`src/rtl/multicycle_ctrl_pkg.sv`:
```
// Shared RV32 multicycle definitions: opcodes, funct3, datapath mux encodings, FSM state codes.
package multicycle_ctrl_pkg;

    localparam logic [6:0] OP_LW  = 7'b0000011;
    localparam logic [6:0] OP_SW  = 7'b0100011;
    localparam logic [6:0] OP_R   = 7'b0110011;
    localparam logic [6:0] OP_I   = 7'b0010011;
    localparam logic [6:0] OP_BR  = 7'b1100011;
    localparam logic [6:0] OP_JAL = 7'b1101111;
    localparam logic [6:0] OP_LUI = 7'b0110111;

    localparam logic [2:0] F3_BEQ = 3'b000;
    localparam logic [2:0] F3_BLT = 3'b100;

    localparam logic [2:0] IMM_I = 3'b000;
    localparam logic [2:0] IMM_S = 3'b001;
    localparam logic [2:0] IMM_B = 3'b010;
    localparam logic [2:0] IMM_J = 3'b011;
    localparam logic [2:0] IMM_U = 3'b100;

    localparam logic [1:0] RES_ALUOUT = 2'b00;
    localparam logic [1:0] RES_DATA   = 2'b01;
    localparam logic [1:0] RES_ALURES = 2'b10;

    localparam logic [1:0] SRCA_PC    = 2'b00;
    localparam logic [1:0] SRCA_OLDPC = 2'b01;
    localparam logic [1:0] SRCA_RS1   = 2'b10;
    localparam logic [1:0] SRCA_ZERO  = 2'b11;

    localparam logic [1:0] SRCB_RS2   = 2'b00;
    localparam logic [1:0] SRCB_IMM   = 2'b01;
    localparam logic [1:0] SRCB_FOUR  = 2'b10;

    localparam logic [1:0] ALU_ADD    = 2'b00;
    localparam logic [1:0] ALU_SUB    = 2'b01;
    localparam logic [1:0] ALU_FUNCT  = 2'b10;

    typedef enum logic [3:0] {
        S_FETCH    = 4'd0,
        S_DECODE   = 4'd1,
        S_MEMADR   = 4'd2,
        S_MEMREAD  = 4'd3,
        S_MEMWB    = 4'd4,
        S_MEMWRITE = 4'd5,
        S_EXECR    = 4'd6,
        S_EXECI    = 4'd7,
        S_ALUWB    = 4'd8,
        S_BRANCH   = 4'd9,
        S_JAL      = 4'd10,
        S_LUI      = 4'd11,
        S_HALT     = 4'd12
    } state_t;

endpackage

```
`src/rtl/multicycle_ctrl_imm_src_dec.sv`:
```
// Opcode -> immediate format select; pure combinational so the pipelined decoder can reuse it.
module imm_src_dec
    import multicycle_ctrl_pkg::*;
(
    input  logic [6:0] op_i,
    output logic [2:0] imm_src_o
);

    always_comb begin
        unique case (op_i)
            OP_SW:   imm_src_o = IMM_S;
            OP_BR:   imm_src_o = IMM_B;
            OP_JAL:  imm_src_o = IMM_J;
            OP_LUI:  imm_src_o = IMM_U;
            default: imm_src_o = IMM_I;
        endcase
    end

endmodule

```
`src/rtl/multicycle_ctrl.sv`:
```
// Moore FSM sequencing the shared multicycle RV32 datapath.
// Optional memory handshake (mem_ready stalls) enabled by MULTICYCLE_MEM_WAIT_EN.
module multicycle_ctrl
    import multicycle_ctrl_pkg::*;
#(
    parameter int STATE_W      = 4,
    parameter bit ILLEGAL_HALT = 1'b1
) (
    input  logic       clk,
    input  logic       resetn,
    input  logic [6:0] op,
    input  logic [2:0] funct3,
    input  logic       zero,
    input  logic       lt,
`ifdef MULTICYCLE_MEM_WAIT_EN
    input  logic       mem_ready,
`endif
    output logic       PCWrite,
    output logic       AdrSrc,
    output logic       MemWrite,
    output logic       IRWrite,
    output logic [1:0] ResultSrc,
    output logic [1:0] ALUSrcA,
    output logic [1:0] ALUSrcB,
    output logic [1:0] ALUOp,
    output logic [2:0] ImmSrc,
    output logic       RegWrite,
    output logic       instr_done,
    output logic       halted
);

    logic [STATE_W-1:0] state_q, state_d;
    state_t             cur, nxt, dec_tgt;
    logic               illegal, mem_rdy, br_taken;
    logic [2:0]         imm_src;

`ifdef MULTICYCLE_MEM_WAIT_EN
    assign mem_rdy = mem_ready;
`else
    assign mem_rdy = 1'b1;
`endif

    assign cur      = state_t'(state_q[3:0]);
    assign br_taken = ((funct3 == F3_BEQ) & zero) | ((funct3 == F3_BLT) & lt);

    imm_src_dec u_imm_src_dec (
        .op_i      (op),
        .imm_src_o (imm_src)
    );

    always_ff @(posedge clk or negedge resetn) begin
        if (!resetn) state_q <= STATE_W'(S_FETCH);
        else         state_q <= state_d;
    end

    // Opcode decode; branches with funct3 other than beq/blt count as illegal.
    always_comb begin
        illegal = 1'b0;
        dec_tgt = S_FETCH;
        unique case (op)
            OP_LW, OP_SW: dec_tgt = S_MEMADR;
            OP_R:         dec_tgt = S_EXECR;
            OP_I:         dec_tgt = S_EXECI;
            OP_BR:        if (funct3 == F3_BEQ || funct3 == F3_BLT) dec_tgt = S_BRANCH;
                          else                                     illegal = 1'b1;
            OP_JAL:       dec_tgt = S_JAL;
            OP_LUI:       dec_tgt = S_LUI;
            default:      illegal = 1'b1;
        endcase
    end

    always_comb begin
        nxt = S_FETCH;
        unique case (cur)
            S_FETCH:    nxt = mem_rdy ? S_DECODE : S_FETCH;
            S_DECODE:   nxt = illegal ? (ILLEGAL_HALT ? S_HALT : S_FETCH) : dec_tgt;
            S_MEMADR:   nxt = (op == OP_SW) ? S_MEMWRITE : S_MEMREAD;
            S_MEMREAD:  nxt = mem_rdy ? S_MEMWB : S_MEMREAD;
            S_MEMWB:    nxt = S_FETCH;
            S_MEMWRITE: nxt = mem_rdy ? S_FETCH : S_MEMWRITE;
            S_EXECR:    nxt = S_ALUWB;
            S_EXECI:    nxt = S_ALUWB;
            S_ALUWB:    nxt = S_FETCH;
            S_BRANCH:   nxt = S_FETCH;
            S_JAL:      nxt = S_ALUWB;
            S_LUI:      nxt = S_ALUWB;
            S_HALT:     nxt = S_HALT;
            default:    nxt = S_FETCH;
        endcase
        state_d = STATE_W'(nxt);
    end

    // Everything is forced low during reset so no PC/IR load can slip through.
    always_comb begin
        PCWrite    = 1'b0;
        AdrSrc     = 1'b0;
        MemWrite   = 1'b0;
        IRWrite    = 1'b0;
        ResultSrc  = RES_ALUOUT;
        ALUSrcA    = SRCA_PC;
        ALUSrcB    = SRCB_RS2;
        ALUOp      = ALU_ADD;
        ImmSrc     = imm_src;
        RegWrite   = 1'b0;
        instr_done = 1'b0;
        halted     = 1'b0;
        unique case (cur)
            S_FETCH: begin
                IRWrite   = mem_rdy;
                PCWrite   = mem_rdy;
                ALUSrcB   = SRCB_FOUR;
                ResultSrc = RES_ALURES;
            end
            S_DECODE: begin
                ALUSrcA    = SRCA_OLDPC;
                ALUSrcB    = SRCB_IMM;
                instr_done = illegal & ~ILLEGAL_HALT;
            end
            S_MEMADR: begin
                ALUSrcA = SRCA_RS1;
                ALUSrcB = SRCB_IMM;
            end
            S_MEMREAD: AdrSrc = 1'b1;
            S_MEMWB: begin
                ResultSrc  = RES_DATA;
                RegWrite   = 1'b1;
                instr_done = 1'b1;
            end
            S_MEMWRITE: begin
                AdrSrc     = 1'b1;
                MemWrite   = 1'b1;
                instr_done = mem_rdy;
            end
            S_EXECR: begin
                ALUSrcA = SRCA_RS1;
                ALUOp   = ALU_FUNCT;
            end
            S_EXECI: begin
                ALUSrcA = SRCA_RS1;
                ALUSrcB = SRCB_IMM;
                ALUOp   = ALU_FUNCT;
            end
            S_ALUWB: begin
                RegWrite   = 1'b1;
                instr_done = 1'b1;
            end
            S_BRANCH: begin
                ALUSrcA    = SRCA_RS1;
                ALUOp      = ALU_SUB;
                PCWrite    = br_taken;
                instr_done = 1'b1;
            end
            S_JAL: begin
                ALUSrcA = SRCA_OLDPC;
                ALUSrcB = SRCB_FOUR;
                PCWrite = 1'b1;
            end
            S_LUI: begin
                ALUSrcA = SRCA_ZERO;
                ALUSrcB = SRCB_IMM;
            end
            S_HALT:  halted = 1'b1;
            default: ;
        endcase
        if (!resetn) begin
            PCWrite    = 1'b0;
            AdrSrc     = 1'b0;
            MemWrite   = 1'b0;
            IRWrite    = 1'b0;
            ResultSrc  = 2'b00;
            ALUSrcA    = 2'b00;
            ALUSrcB    = 2'b00;
            ALUOp      = 2'b00;
            ImmSrc     = 3'b000;
            RegWrite   = 1'b0;
            instr_done = 1'b0;
            halted     = 1'b0;
        end
    end

endmodule

```
`config.mk`:
```
export PLATFORM = sky130hd
export DESIGN_NAME = multicycle_ctrl
export DESIGN_NICKNAME = d
export VERILOG_FILES = /design/src/rtl/multicycle_ctrl_pkg.sv /design/src/rtl/multicycle_ctrl_imm_src_dec.sv /design/src/rtl/multicycle_ctrl.sv
export SDC_FILE = /design/constraint.sdc
export NUM_CORES = 1
export LEC_CHECK = 0
export CORE_MARGIN = 1.5
export CORE_UTILIZATION = 30
export DETAILED_ROUTE_END_ITERATION = 8
export PLACE_DENSITY = 0.63
export SLEW_MARGIN = 20
export SYNTH_ARGS = -nofsm -noshare
export SYNTH_HDL_FRONTEND = slang
export SYNTH_SLANG_ARGS = --single-unit
```
`constraint.sdc`:
```
create_clock -name clk -period 4 [get_ports clk]
set_input_delay 0.8 -clock clk [delete_from_list [all_inputs] [get_ports clk]]
set_output_delay 0.8 -clock clk [all_outputs]
set_load 0.01 [all_outputs]
```
---- Word level (Yosys, flattened, before mapping) ----
Cells that the tools add are included.
storage, ports and cells
  input bits .............................. 14
  ROM bits ................................ 0
  bits in latches ......................... 0
  memory bits (writable) .................. 0
  register bits ........................... 4
  output and inout bits ................... 18
  logic and storage cells ................. 69
  memories ................................ 0
operators by class
  mux-type cells .......................... 31
  equal/unequal tests ..................... 20
  shift-type cells ........................ 0
  divide/modulo/power cells ............... 0
  magnitude comparators ................... 0
  bitwise gates (word level) .............. 3
  multiply operators ...................... 0
  reduce and logical (&&, ||, !) cells .... 14
  add/sub/neg operators ................... 0
operators with widths
  operator            count
  $pmux 4 s6          2
  $eq 7x6->1 const B  3
  $eq 4x4->1 const B  5
  $eq 4x3->1 const B  4
  $reduce_or 4->1     4
  $eq 7x7->1 const B  2
  $mux 1              14
  $pmux 2 s2          3
  $pmux 3 s4          1
  $reduce_or 2->1     6
  $eq 4x2->1 const B  2
  $mux 2              4
  $mux 4              2
  $eq 7x2->1 const B  1
  $eq 7x5->1 const B  1
  $mux 3              2
  $pmux 2 s3          1
  $reduce_or 6->1     1
  $eq 4x1->1 const B  1
  $logic_not 4->1     1
  $pmux 1 s2          2
  $eq 3x3->1 const B  1
  $logic_not 3->1     1
  $and 1x1->1         2
  other kinds (2)     2

---- Depth between registers and ports, before layout ----
Gate-level depths: netlist of the first run.
  word-level depth ........................ 6
  gate-level depth with buffers ........... 5
  depth with buffers taken out ............ 4

---- Modules after synthesis ----
From an unflattened synthesis of the first run, not the netlist that was laid out.
second synthesis, totals
  cell total of the unflattened synthesis .. 84
  area, all modules ....................... 629.4 um^2
by module, submodules not included
  module           cells an instance  area each (um^2)  seq. area each (um^2)  instances
  multicycle_ctrl  76                 568.0             100.1                  1
  imm_src_dec      8                  61.3              0.0                    1

---- Least setup slack after synthesis of the first run ----
No wires, ideal clock.
  path kind ............................... input -> output
  from .................................... input op[6]
  to ...................................... output ImmSrc[0]
  buffers on the path ..................... 1
  stages .................................. 3
  data required time ...................... 3.200 ns
  setup slack ............................. 1.609 ns
  arrival ................................. 1.591 ns
  cells stage by stage .................... buf_6 or3_1 a211oi_1
on the way
  word-level cells in the longest chain between the ends .. 3
  elaborated cells on any way between the ends .. 6
  those cells by class .................... eq/ne: 4; mux: 2
RTL lines
  element                                          line                               RTL
  start: declaration                               multicycle_ctrl.sv:11              input logic [6:0] op,
  $eq 7x6->1 / $eq 7x7->1 (equally long branches)  multicycle_ctrl_imm_src_dec.sv:10  unique case (op_i)
  $pmux 3 s4 (*)                                   multicycle_ctrl_imm_src_dec.sv:10
  $mux 3 (*)                                       multicycle_ctrl.sv:165             if (!resetn) begin
  end: declaration                                 multicycle_ctrl.sv:26              output logic [2:0] ImmSrc,
Every way passes the cells marked *; elsewhere a longest branch is shown, timed or not.

---- Final worst setup path of the first run ----
  from .................................... input resetn
  to ...................................... output PCWrite
on the way
  word-level cells in the longest chain between the ends .. 1
RTL lines
  element             line                    RTL
  start: declaration  multicycle_ctrl.sv:10   input logic resetn,
  $mux 1              multicycle_ctrl.sv:165
  end: declaration    multicycle_ctrl.sv:18   output logic PCWrite,
Every way passes these cells.

==> results of run 1 <==
## final cells by class
class                      instances  area, um2  area share [%]
multi-input combinational         70        469            49.5
sequential                         4        100            10.6
tap                               27       33.8            3.57
inverter                           3       11.3            1.19
clock buffer                       3       22.5            2.38
timing repair buffer              31        310            32.8
## per-stage QoR
| stage | total power [mW] | cells |
|---|---|---|
| 4_1_cts | 0.390 | 138 |
| 6_report | 0.387 | 138 |
| 3_5_place_dp | 0.336 | 135 |
| 3_3_place_gp | 0.335 | 135 |
| 2_1_floorplan | 0.247 | 84 |
| 5_1_grt | 0.423 | 138 |
## per-layer routing
metal  vias up  wire [um]
met2        29        713
met1       300        778
met5         -          0
met4         0          0
met3         0        115
li1        367          -
## path summary, 6_finish.rpt
check | slack (ps) | cells after the start | end | startpoint
worst max-delay path | 550 | 5 | PCWrite | resetn
worst min-delay path | 690 | 2 | cur[1]$_DFF_PN0_ | cur[0]$_DFF_PN0_
worst max register to register | 2640 | 2 | cur[0]$_DFF_PN0_ | cur[1]$_DFF_PN0_
worst min register to register | 690 | 2 | cur[1]$_DFF_PN0_ | cur[0]$_DFF_PN0_
max in group asynchronous | 2840 | 1 | cur[0]$_DFF_PN0_ | resetn
min in group asynchronous | 860 | 1 | cur[3]$_DFF_PN0_ | resetn
## power breakdown
| part | internal (mW) | leakage [nW] | switching, mW | total (mW) |
|---|---|---|---|---|
| Sequential | 0.0537 | 0.0521 | 0.0454 | 0.0991 |
| Clock | 0.0337 | 0.0138 | 0.0179 | 0.0515 |
| Combinational | 0.127 | 0.276 | 0.109 | 0.236 |
| Total | 0.215 | 0.342 | 0.172 | 0.387 |
## worst min-delay path: stages (launching register included)
cell and delay [ps]:
sky130_fd_sc_hd__dfrtp_1 460, sky130_fd_sc_hd__o2111ai_1 120, sky130_fd_sc_hd__o21ai_1 70
## cells in the final DEF, fill, tap and decap left out, drive strengths merged, types with 4 or more instances in the layout
cell type	n
dfrtp	4
nand3	4
a21oi	4
clkdlybuf4s50	31
nand2	6
nand2b	4
o21ai	4
nor3	12
## cell usage after synthesis, types with 2 or more instances
master                     count  area [um2]
sky130_fd_sc_hd__nor4_1        3        18.8
sky130_fd_sc_hd__dfrtp_1       4         100
sky130_fd_sc_hd__and2_1        3        18.8
sky130_fd_sc_hd__inv_1         2        7.51
sky130_fd_sc_hd__nor3_1       12        60.1
sky130_fd_sc_hd__nor3b_1       2        15.0
sky130_fd_sc_hd__xnor2_1       2        17.5
sky130_fd_sc_hd__or3_1         2        12.5
sky130_fd_sc_hd__nand3_1       4        20.0
sky130_fd_sc_hd__a21oi_1       4        20.0
sky130_fd_sc_hd__buf_6         3        33.8
sky130_fd_sc_hd__nand2_1       6        22.5
sky130_fd_sc_hd__xor2_1        3        26.3
sky130_fd_sc_hd__buf_4         3        22.5
sky130_fd_sc_hd__o21ai_1       2        10.0
sky130_fd_sc_hd__nand2b_1      4        25.0
sky130_fd_sc_hd__o21ai_0       2        10.0
## cells by family (layout without fill, tap and decap cells)
group           after synthesis  after routing  synth area share (%)
compound gates               18             18                  19.5
buf+inv                      10             37                  11.1
mux                           1              1                  1.56
xor+xnor                      5              5                  6.84
simple gates                 46             46                  45.3
flops                         4              4                  15.6
==> results.toml, run 1 <==
[sta]
max_slew.worst_pin.slew_ps = 575
maxClockFrequency_ghz = 0.290
max_slew_margin_pct = 61.7
grt_setup_unrepaired = "false"
fin_worst_skew_ps = 6.84
worst_hold_slack_across_all_endpoints_ps = 685
finalCriticalPeriod_ps = 3450
final.setup.worst_slack_ps = 548
share_of_the_cycle_needed_by_the_critical_path_after_routing_pct = 86.3
finalMaxSlewViolations = 0
finalSetupTns_ps = 0
final-hold-violation-count = 0
setup_viol = 0

[setup_path]
timing.critical_path.slowest_cell_delay_ps = 720
worstPathRequired_ps = 3200
slowest_stage = "sky130_fd_sc_hd__clkdlybuf4s50_1"
crit_buf_inv = 2
crit_arrival_ps = 2650
cp_top_family = "buffers and inverters"
path_max_fanout = 12
critical_path.endpoint_type = "primary output"
cp_common_cell = "sky130_fd_sc_hd__clkdlybuf4s50_1"
crit_chain = "clkdlybuf4s50_1 -> nand2_1 -> nor3_1 -> a21o_1 -> clkdlybuf4s50_1"
timing.setup.critical_path_class = "in -> out"
critPathLaunchType = "primary input"

[drt]
detailedRoute.firstPassIterationCount = 4
routed_wirelength_um = 1610
drtIter0Drc = 8
detail_route.vias_per_cell = 5.04
drc = 0
detail_routed_net_length_per_standard_cell_um = 11.6
vias = 696
antenna_left = 0

[logic_synthesis]
ys_async_sr_fraction_pct = 100
ys_dominant_reg_cell = "sky130_fd_sc_hd__dfrtp_1"
synth_sequential_area_ratio_pct = 15.6
synth_edf_count = 0
synth-seq-cells = 4
netlist-cell-type-count = 40
number_of_nets_produced_by_synthesis = 98
yosysWarnings = 0
synth.cell_area_um2 = 641
avgSynthCellArea_um2 = 7.63
synthCells = 84

[clock_tree]
cts_resized = 0
numCtsBuffers = 3
cts.repair_timing.setup_buffer_count = 0
ctsRootBufferMaster = "sky130_fd_sc_hd__clkbuf_4"
cts_tree = "built"
htree_levels = 1
ctsLongestPathBuffers = 2
cts-hold-fix-buffers = 0
clkSlewWorstSetupHoldPaths_ps = 30
insertion_delay_to_the_later_sink_of_the_worst_skew_pair_ps = 240
clkSinkCount = 4

[place]
post-place-ws_ps = 559
place_congestion = 0.766
detailed_place.area_um2 = 925
place.port_buffers = 31
hpwl_detailed_um = 1250

[layout]
fin_util_pct = 47.8
n_fill_cell = 196
largest_register_ff_count = 4
finish.net_count = 127
fraction_of_layout_cells_with_a_size_suffix_above_1_pct = 8.11
antenna_cells = 0
final_cell_area_um2 = 947
area_added_between_synthesis_and_finish_pct = 47.9

[global_routing]
grt.met1_usage_pct = 17.5
gr-max-usage-layer = "met2"
use_met3_pct = 6.44
largest_net_degree_at_the_start_of_global_routing = 21
grt-ovfl-total = 0
use_met2_pct = 22.5
first_global_vias = 631
grt_usage_pct = 14.2
grt_first_pass_wirelength_um = 2730
antenna_found_initial = 0

[power]
leakagePower_nw = 0.342
power.density_cell_area_nw_per_um2 = 408
irDropWorstVdd_uv = 212

[floorplanning]
placement_rows = 16
floorplan.die.width_um = 49.2
die_area_um2 = 2420
core_area_um2 = 1980
floorplan.io_pins = 32
initial_utilization_pct = 32.3
die_h_um = 49.2

[min_path]
min-delay-path-class = "reg -> reg"

[run]
max_cap_violations = 0

[run_status]
run_status = "finished clean"
Power figures use the tool's default switching activity.
==> run 2, diff against run 1 <==
clock period = 3.3 ns   (was 4 ns; I/O delays follow)
==> run 2 against run 1 <==
Flip-flop and latch count did not move. Non-clock buffer count up 2. Register-to-register slack got worse by 700 ps. Die area did not move. Via count up 2.4%. Global-route usage fell by 0.055 points. First-iteration DRC count up 13%. Combinational power increased by 22%. Clock power increased by 24%. Worst setup slack got worse by 290 ps.
==> results.toml, run 2 (synthesized netlist as in run 1, its figures left out) <==
[setup_path]
cp_top_family = "buffers and inverters"
worst_setup_path_startpoint = "op[2]"
worstPathRequired_ps = 2640
timing.setup.critical_path_class = "in -> out"
timing.rr.end = "cur[2]$_DFF_PN0_"
path_depth = 4
ff2ff_path_depth = 3
critPathLaunchType = "primary input"
path_max_fanout = 6
rrSetupSlack_ps = 1940
timing.critical_path.slowest_cell_delay_ps = 570
crit_buf_inv = 2
crit_chain = "clkdlybuf4s50_1 -> or3_1 -> a211oi_1 -> clkdlybuf4s50_1"
rr_startpoint = "cur[3]$_DFF_PN0_"
cp_common_cell = "sky130_fd_sc_hd__clkdlybuf4s50_1"
critical_path.endpoint_type = "primary output"
crit_end = "ImmSrc[0]"
slowest_stage = "sky130_fd_sc_hd__clkdlybuf4s50_1"
crit_arrival_ps = 2380

[place]
place.port_buffers = 31
place_congestion = 0.739
hpwl_detailed_um = 1290
detailed_place.area_um2 = 940
numPlacedInstances = 137

[layout]
fraction_of_layout_cells_with_a_size_suffix_above_1_pct = 9.73
fin_cells = 140
layout.cells.most_common_list = "sky130_fd_sc_hd__clkdlybuf4s50_1 (31), sky130_fd_sc_hd__nor3_1 (12), sky130_fd_sc_hd__nand2_1 (6)"
finish.net_count = 129
final_cell_area_um2 = 962
area_added_between_synthesis_and_finish_pct = 50.2
largest_register_ff_count = 4
mostFrequentLayoutCell = "sky130_fd_sc_hd__clkdlybuf4s50_1"
antenna_cells = 0

[sta]
setup_viol = 0
finalMaxSlewViolations = 0
grt_setup_unrepaired = "false"
finalSetupTns_ps = 0
fin_worst_skew_ps = 1.80
max_slew_margin_pct = 62.4
max_slew.worst_pin.slew_ps = 565
maxClockFrequency_ghz = 0.329
worst_hold_slack_across_all_endpoints_ps = 681
share_of_the_cycle_needed_by_the_critical_path_after_routing_pct = 92.1
finalCriticalPeriod_ps = 3040
final-hold-violation-count = 0

[global_routing]
grt_first_pass_wirelength_um = 2770
first_global_vias = 655
grt-ovfl-total = 0
antenna_found_initial = 0
grt_usage_pct = 14.1
largest_net_degree_at_the_start_of_global_routing = 21

[drt]
detail_route.vias_per_cell = 5.09
detail_routed_net_length_per_standard_cell_um = 11.8
vias = 713
antenna_left = 0
drtIter0Drc = 9
drc = 0
routed_wirelength_um = 1650
detailedRoute.firstPassIterationCount = 4

[clock_tree]
ctsRootBufferMaster = "sky130_fd_sc_hd__clkbuf_4"
htree_levels = 1
cts-hold-fix-buffers = 0
clkSinkCount = 4
numCtsBuffers = 3
clkSlewWorstSetupHoldPaths_ps = 40
insertion_delay_to_the_later_sink_of_the_worst_skew_pair_ps = 240
cts_tree = "built"
cts.repair_timing.setup_buffer_count = 0
ctsLongestPathBuffers = 2
cts_resized = 0

[floorplanning]
floorplan.io_pins = 32
die_h_um = 49.2
core_area_um2 = 1980
initial_utilization_pct = 32.3
die_area_um2 = 2420
placement_rows = 16
floorplan.die.width_um = 49.2

[power]
report.power.total_mw = 0.472
leakagePower_nw = 0.352
power.density_cell_area_nw_per_um2 = 490
irDropWorstVdd_uv = 265

[min_path]
min-delay-path-class = "reg -> reg"

[run]
max_cap_violations = 0

[run_status]
run_status = "finished clean"
==> run 2: changes by cell type in the layout (fill, tap and decap cells not counted) <==
cell,previous run,this run
sky130_fd_sc_hd__buf_4,0,2
==> run 2: worst reg2reg max path: cells and delay by family, from the launching register on <==
kind | cells | cell delay [ps]
flops | 1 | 540
simple gates | 1 | 290
compound gates | 2 | 410
==> run 2: how the worst min path moves through the flow <==
| stage | startpoint | endpoint | slack [ps] | cells past startpoint |
|---|---|---|---|---|
| after CTS | cur[0]$_DFF_PN0_ | cur[1]$_DFF_PN0_ | 680 | 2 |
| after detailed placement | cur[0]$_DFF_PN0_ | cur[1]$_DFF_PN0_ | 670 | 2 |
| after floorplan | resetn | cur[0]$_DFF_PN0_ | 360 | 0 |
| final | cur[0]$_DFF_PN0_ | cur[1]$_DFF_PN0_ | 680 | 2 |
| after global placement | cur[0]$_DFF_PN0_ | cur[1]$_DFF_PN0_ | 680 | 2 |
| after global routing | cur[0]$_DFF_PN0_ | cur[1]$_DFF_PN0_ | 720 | 2 |
==> run 2: layout make-up <==
class,instances,area (um2)
sequential,4,100
timing repair buffer,33,325
tap,27,33.8
fill,194,1020
inverter,3,11.3
multi-input combinational,70,469
clock buffer,3,22.5
==> run 2: report_power, final <==
part / internal (mW) / switching (mW)
clock: 0.0409 / 0.0229
sequential: 0.0651 / 0.0542
combinational: 0.156 / 0.133
total: 0.262 / 0.210
==> run 2: layer usage <==
layer  vias up  track usage (%)  part of all wire [%]
met5         -                0                     0
met4         0             4.29                  0.67
met3         2             2.76                   6.1
met2        28             24.8                    47
met1       312             17.1                    46
li1        371                -                     -
==> run 2: metrics by stage <==
stage	util, %	setup slack (ps)
after floorplan	-	1190
after global placement	47.4	283
after detailed placement	47.4	281
after CTS	48.5	250
after global routing	48.5	146
final	48.5	261
==> edit 1: new RTL, config.mk and constraints of run 2 <==
`ILLEGAL_HALT`: 1'b1 -> 1'b0.
--- a/src/rtl/multicycle_ctrl.sv
+++ b/src/rtl/multicycle_ctrl.sv
@@ -6,3 +6,3 @@
     parameter int STATE_W      = 4,
-    parameter bit ILLEGAL_HALT = 1'b1
+    parameter bit ILLEGAL_HALT = 1'b0
 ) (
Formal check against the unedited RTL: not equivalent (Yosys sat finds a counterexample within 4 cycles, from zero or initial values and one cycle with resetn low).
==> edit 1 against run 2 <==
  * Register-to-register slack worse by 0.05 ns
  * Synthesized cell count up 7.1%
  * Design area up 4.0%
  * Hold slack improved by 0.063 ns
  * Worst setup slack lost 0.081 ns
  * Sequential cell count did not move
  * Power down 28%
  * Combinational power down 33%
  * Synthesized area increased by 1.6%
  * Critical path depth grew 1
  * Utilization is 1.5 points higher
  * Final cell count increased by 5.0%
  * Wire length is 8.9% higher
  * Critical path type unchanged
  * Largest cell class unchanged
  * Largest power group unchanged
==> edit 1: results (changes against run 2) <==
[outcome]
outcome=finished clean  ; unchanged

[drt]
routedWlPerCell_um=12.18  ; was 11.75 um
drt_iter0_markers=8  ; was 9
viasPerCell=5.150  ; was 5.093
dr.pass1.iters=3  ; was 4

[pwr]
p_comb_w=0.000194  ; was 0.000289 W
vdd_ir_drop_max_mv=0.2723  ; was 0.2654 mV
p_total_w=0.0003415  ; was 0.0004717 W
leakage_nw=0.3933  ; was 0.3517 nW

[placed_design]
place_ws_ns=0.1830  ; was 0.2811 ns
place_area_um2=978.4  ; was 939.7 um2
gp_congestion=0.8105  ; was 0.7391
post-dp-hpwl_um=1398  ; was 1291 um

[logic_synthesis]
postSynthAreaPerCell_um2=7.229  ; was 7.626 um2
netlist_top_cells_count=a21oi_1 (8), nor3_1 (8), nand2_1 (7), nor2_1 (5), nor2b_1 (5)  ; was nor3_1 (12), nand2_1 (6)
netlist_top_cells_area=dfrtp_1 (15%), a21oi_1 (6.2%), nor3_1 (6.2%)  ; was dfrtp_1 (16%), nor3_1 (9.4%), buf_6 (5.3%)

[worst_setup_path]
critPathMaxFanout=8  ; was 6
slowest_delay_ns=0.60  ; was 0.57 ns
timing.rr.end=cur[3]  ; was cur[2]
worstPathArrival_ns=2.46  ; was 2.38 ns

[timing]
skew_ns=0.006957  ; was 0.001801 ns
finalHoldWorstSlack_ns=0.7442  ; was 0.6810 ns
fin_crit_sh=0.9455  ; was 0.9209

[final_layout]
drive_gt1_frac=0.07500  ; was 0.09735
nets=136  ; was 129
final_cells=147  ; was 140

[global_route]
grt_pass1_vias=664  ; was 655
grt_usage=0.1471  ; was 0.1411

[worst_hold_path]
hp-class=input port to async pin  ; was register to register

edit 1: cell families after synthesis:
group | Yosys count | share of synthesized area
AND/OR/NAND/NOR | 50 | 0.4635
AO/OA/AOI/OAI | 21 | 0.2289
buffers and inverters | 8 | 0.05384
XOR/XNOR | 4 | 0.05386
flip-flops | 4 | 0.1539
multiplexers | 3 | 0.04616
edit 1: layout make-up:
cell class                      instances  area [um2]
Fill cell                             209        1001
Multi-Input combinational cell         78       515.5
Timing Repair Buffer                   32       317.8
Sequential cell                         4       100.1
Tap cell                               27       33.78
Clock buffer                            3       22.52
Inverter                                3       11.26
edit 1: worst reg2reg max path: stages (launching register included):
cell and delay (ns):
dfrtp_1 0.52, nor2_2 0.26, nand3_1 0.15, o41ai_2 0.37
edit 1: per-layer routing:
metal / vias to the layer above / GRT usage / routed length, um
li1: 392 / - / -
met1: 339 / 0.1800 / 866
met4: 0 / 0.02778 / 0
met5: - / 0 / 0
met3: 0 / 0.04545 / 88
met2: 26 / 0.2533 / 836
==> edit 2: new RTL, config.mk and constraints of run 2 <==
Without the edit above. Reset style: synchronous (`resetn`), changed in one clocked block.
--- a/src/rtl/multicycle_ctrl.sv
+++ b/src/rtl/multicycle_ctrl.sv
@@ -50,3 +50,3 @@
 
-    always_ff @(posedge clk or negedge resetn) begin
+    always_ff @(posedge clk) begin
         if (!resetn) state_q <= STATE_W'(S_FETCH);
Behaviour: same outputs for any inputs over 10 cycles, from zero or initial values and one cycle with resetn low; that may be too few to reach the edited logic, so the function may still have changed.
==> edit 2 against run 2 <==
  * Worst setup slack improved by 0.056 ns
  * Register-to-register slack got worse by 0.21 ns
  * Synthesized area is 4.9% lower
  * Wire length shrank 9.7%
  * Die area decreased by 4.6%
  * Design area fell by 3.6%
  * Utilization shrank 0.80 points
  * Highest routed layer is now met3
  * Critical path depth up 1
  * Count of clock-buffer cells in the layout is the same
  * Synthesized cell count is 2.4% higher
  * Largest cell class unchanged
  * Sequential cell count stayed put
  * Non-clock buffer count shrank 1
Power is not compared: it rests on default switching activity, and its combinational part moved more than twofold at a synthesized area within 25%.
==> edit 2: results (changes against run 2) <==
[worst_setup_path]
r2r_start=cur[1]  ; was cur[3]
rr_worst_depth=4  ; was 3
worstPathArrival_ns=2.32  ; was 2.38 ns
setup.worst_path.end=PCWrite  ; was ImmSrc[0]
cp-startpoint=resetn  ; was op[2]
slowest_delay_ns=0.61  ; was 0.57 ns

[timing]
fin_crit_sh=0.9040  ; was 0.9209
finalHoldWorstSlack_ns=0.6866  ; was 0.6810 ns
skew_ns=0.002665  ; was 0.001801 ns
worst_slew_pin_slew_ns=0.5458  ; was 0.5646 ns

[placed_design]
post-dp-hpwl_um=1159  ; was 1291 um
dp_cells=136  ; was 137
place_ws_ns=0.3072  ; was 0.2811 ns
gp_congestion=0.7126  ; was 0.7391
place_area_um2=904.6  ; was 939.7 um2

[final_layout]
clock_area_frac=0.02429  ; was 0.02341
n_fill_cell=209  ; was 194
nMultiInputCombCells=72  ; was 70
nets=128  ; was 129
n_all_inverters=1  ; was 3
areaGrowthSynthToFinish_pct=52.16  ; was 50.20%
nNonClkBuffers=32  ; was 33

[drt]
wl_um=1485  ; was 1645 um
route.vias.total=694  ; was 713
routedWlPerCell_um=10.68  ; was 11.75 um

[global_route]
grt_max_degree=18  ; was 21
grt_pass1_vias=574  ; was 655
grt_pass1_wl_um=2339  ; was 2766 um

[logic_synthesis]
async_reset_ff_frac=0  ; was 1.000
netlist_top_cells_count=nand2_1 (7), nor2_1 (7), a21oi_1 (6), nor3_1 (6)  ; was nor3_1 (12), nand2_1 (6)
netlist_top_cells_area=dfxtp_1 (13%), a21oi_1 (4.9%), nor3_1 (4.9%)  ; was dfrtp_1 (16%), nor3_1 (9.4%), buf_6 (5.3%)
synth_seq_area_share=0.1314  ; was 0.1563
syn-num-nets=100  ; was 98

[worst_hold_path]
worstHoldStart=cur[0]  ; unchanged
holdPathEnd=cur[0]  ; was cur[1]

[outcome]
outcome=finished clean  ; unchanged

==> edit 2: changes by cell type after synthesis, sizes merged, moves of 2 or more <==
cell    change
nand2b      -2
o21ai       -4
nor3        -5
nor2b       +3
inv         -2
nor4        -2
o211ai      +2
dfxtp       +4
nor2        +6
a21oi       +2
dfrtp       -4
==> edit 2: per-layer routing <==
metal | global-route usage | part of all wire | up-vias
met5 | 0 | 0 | -
met4 | 0.03243 | 0 | 0
met3 | 0 | 0.037 | 0
met2 | 0.2453 | 0.48 | 25
met1 | 0.1752 | 0.49 | 304
li1 | - | - | 365
==> edit 2: cells by family (layout without fill, tap and decap cells) <==
family | after synthesis | after routing | share of synthesized area
AOI/OAI and AO/OA | 17 | 17 | 0.1971
xor gates and xnor gates | 5 | 5 | 0.07188
buffers and inverters | 10 | 36 | 0.09855
DFF | 4 | 4 | 0.1314
muxes | 1 | 1 | 0.01643
and+or+nand+nor | 49 | 49 | 0.4846
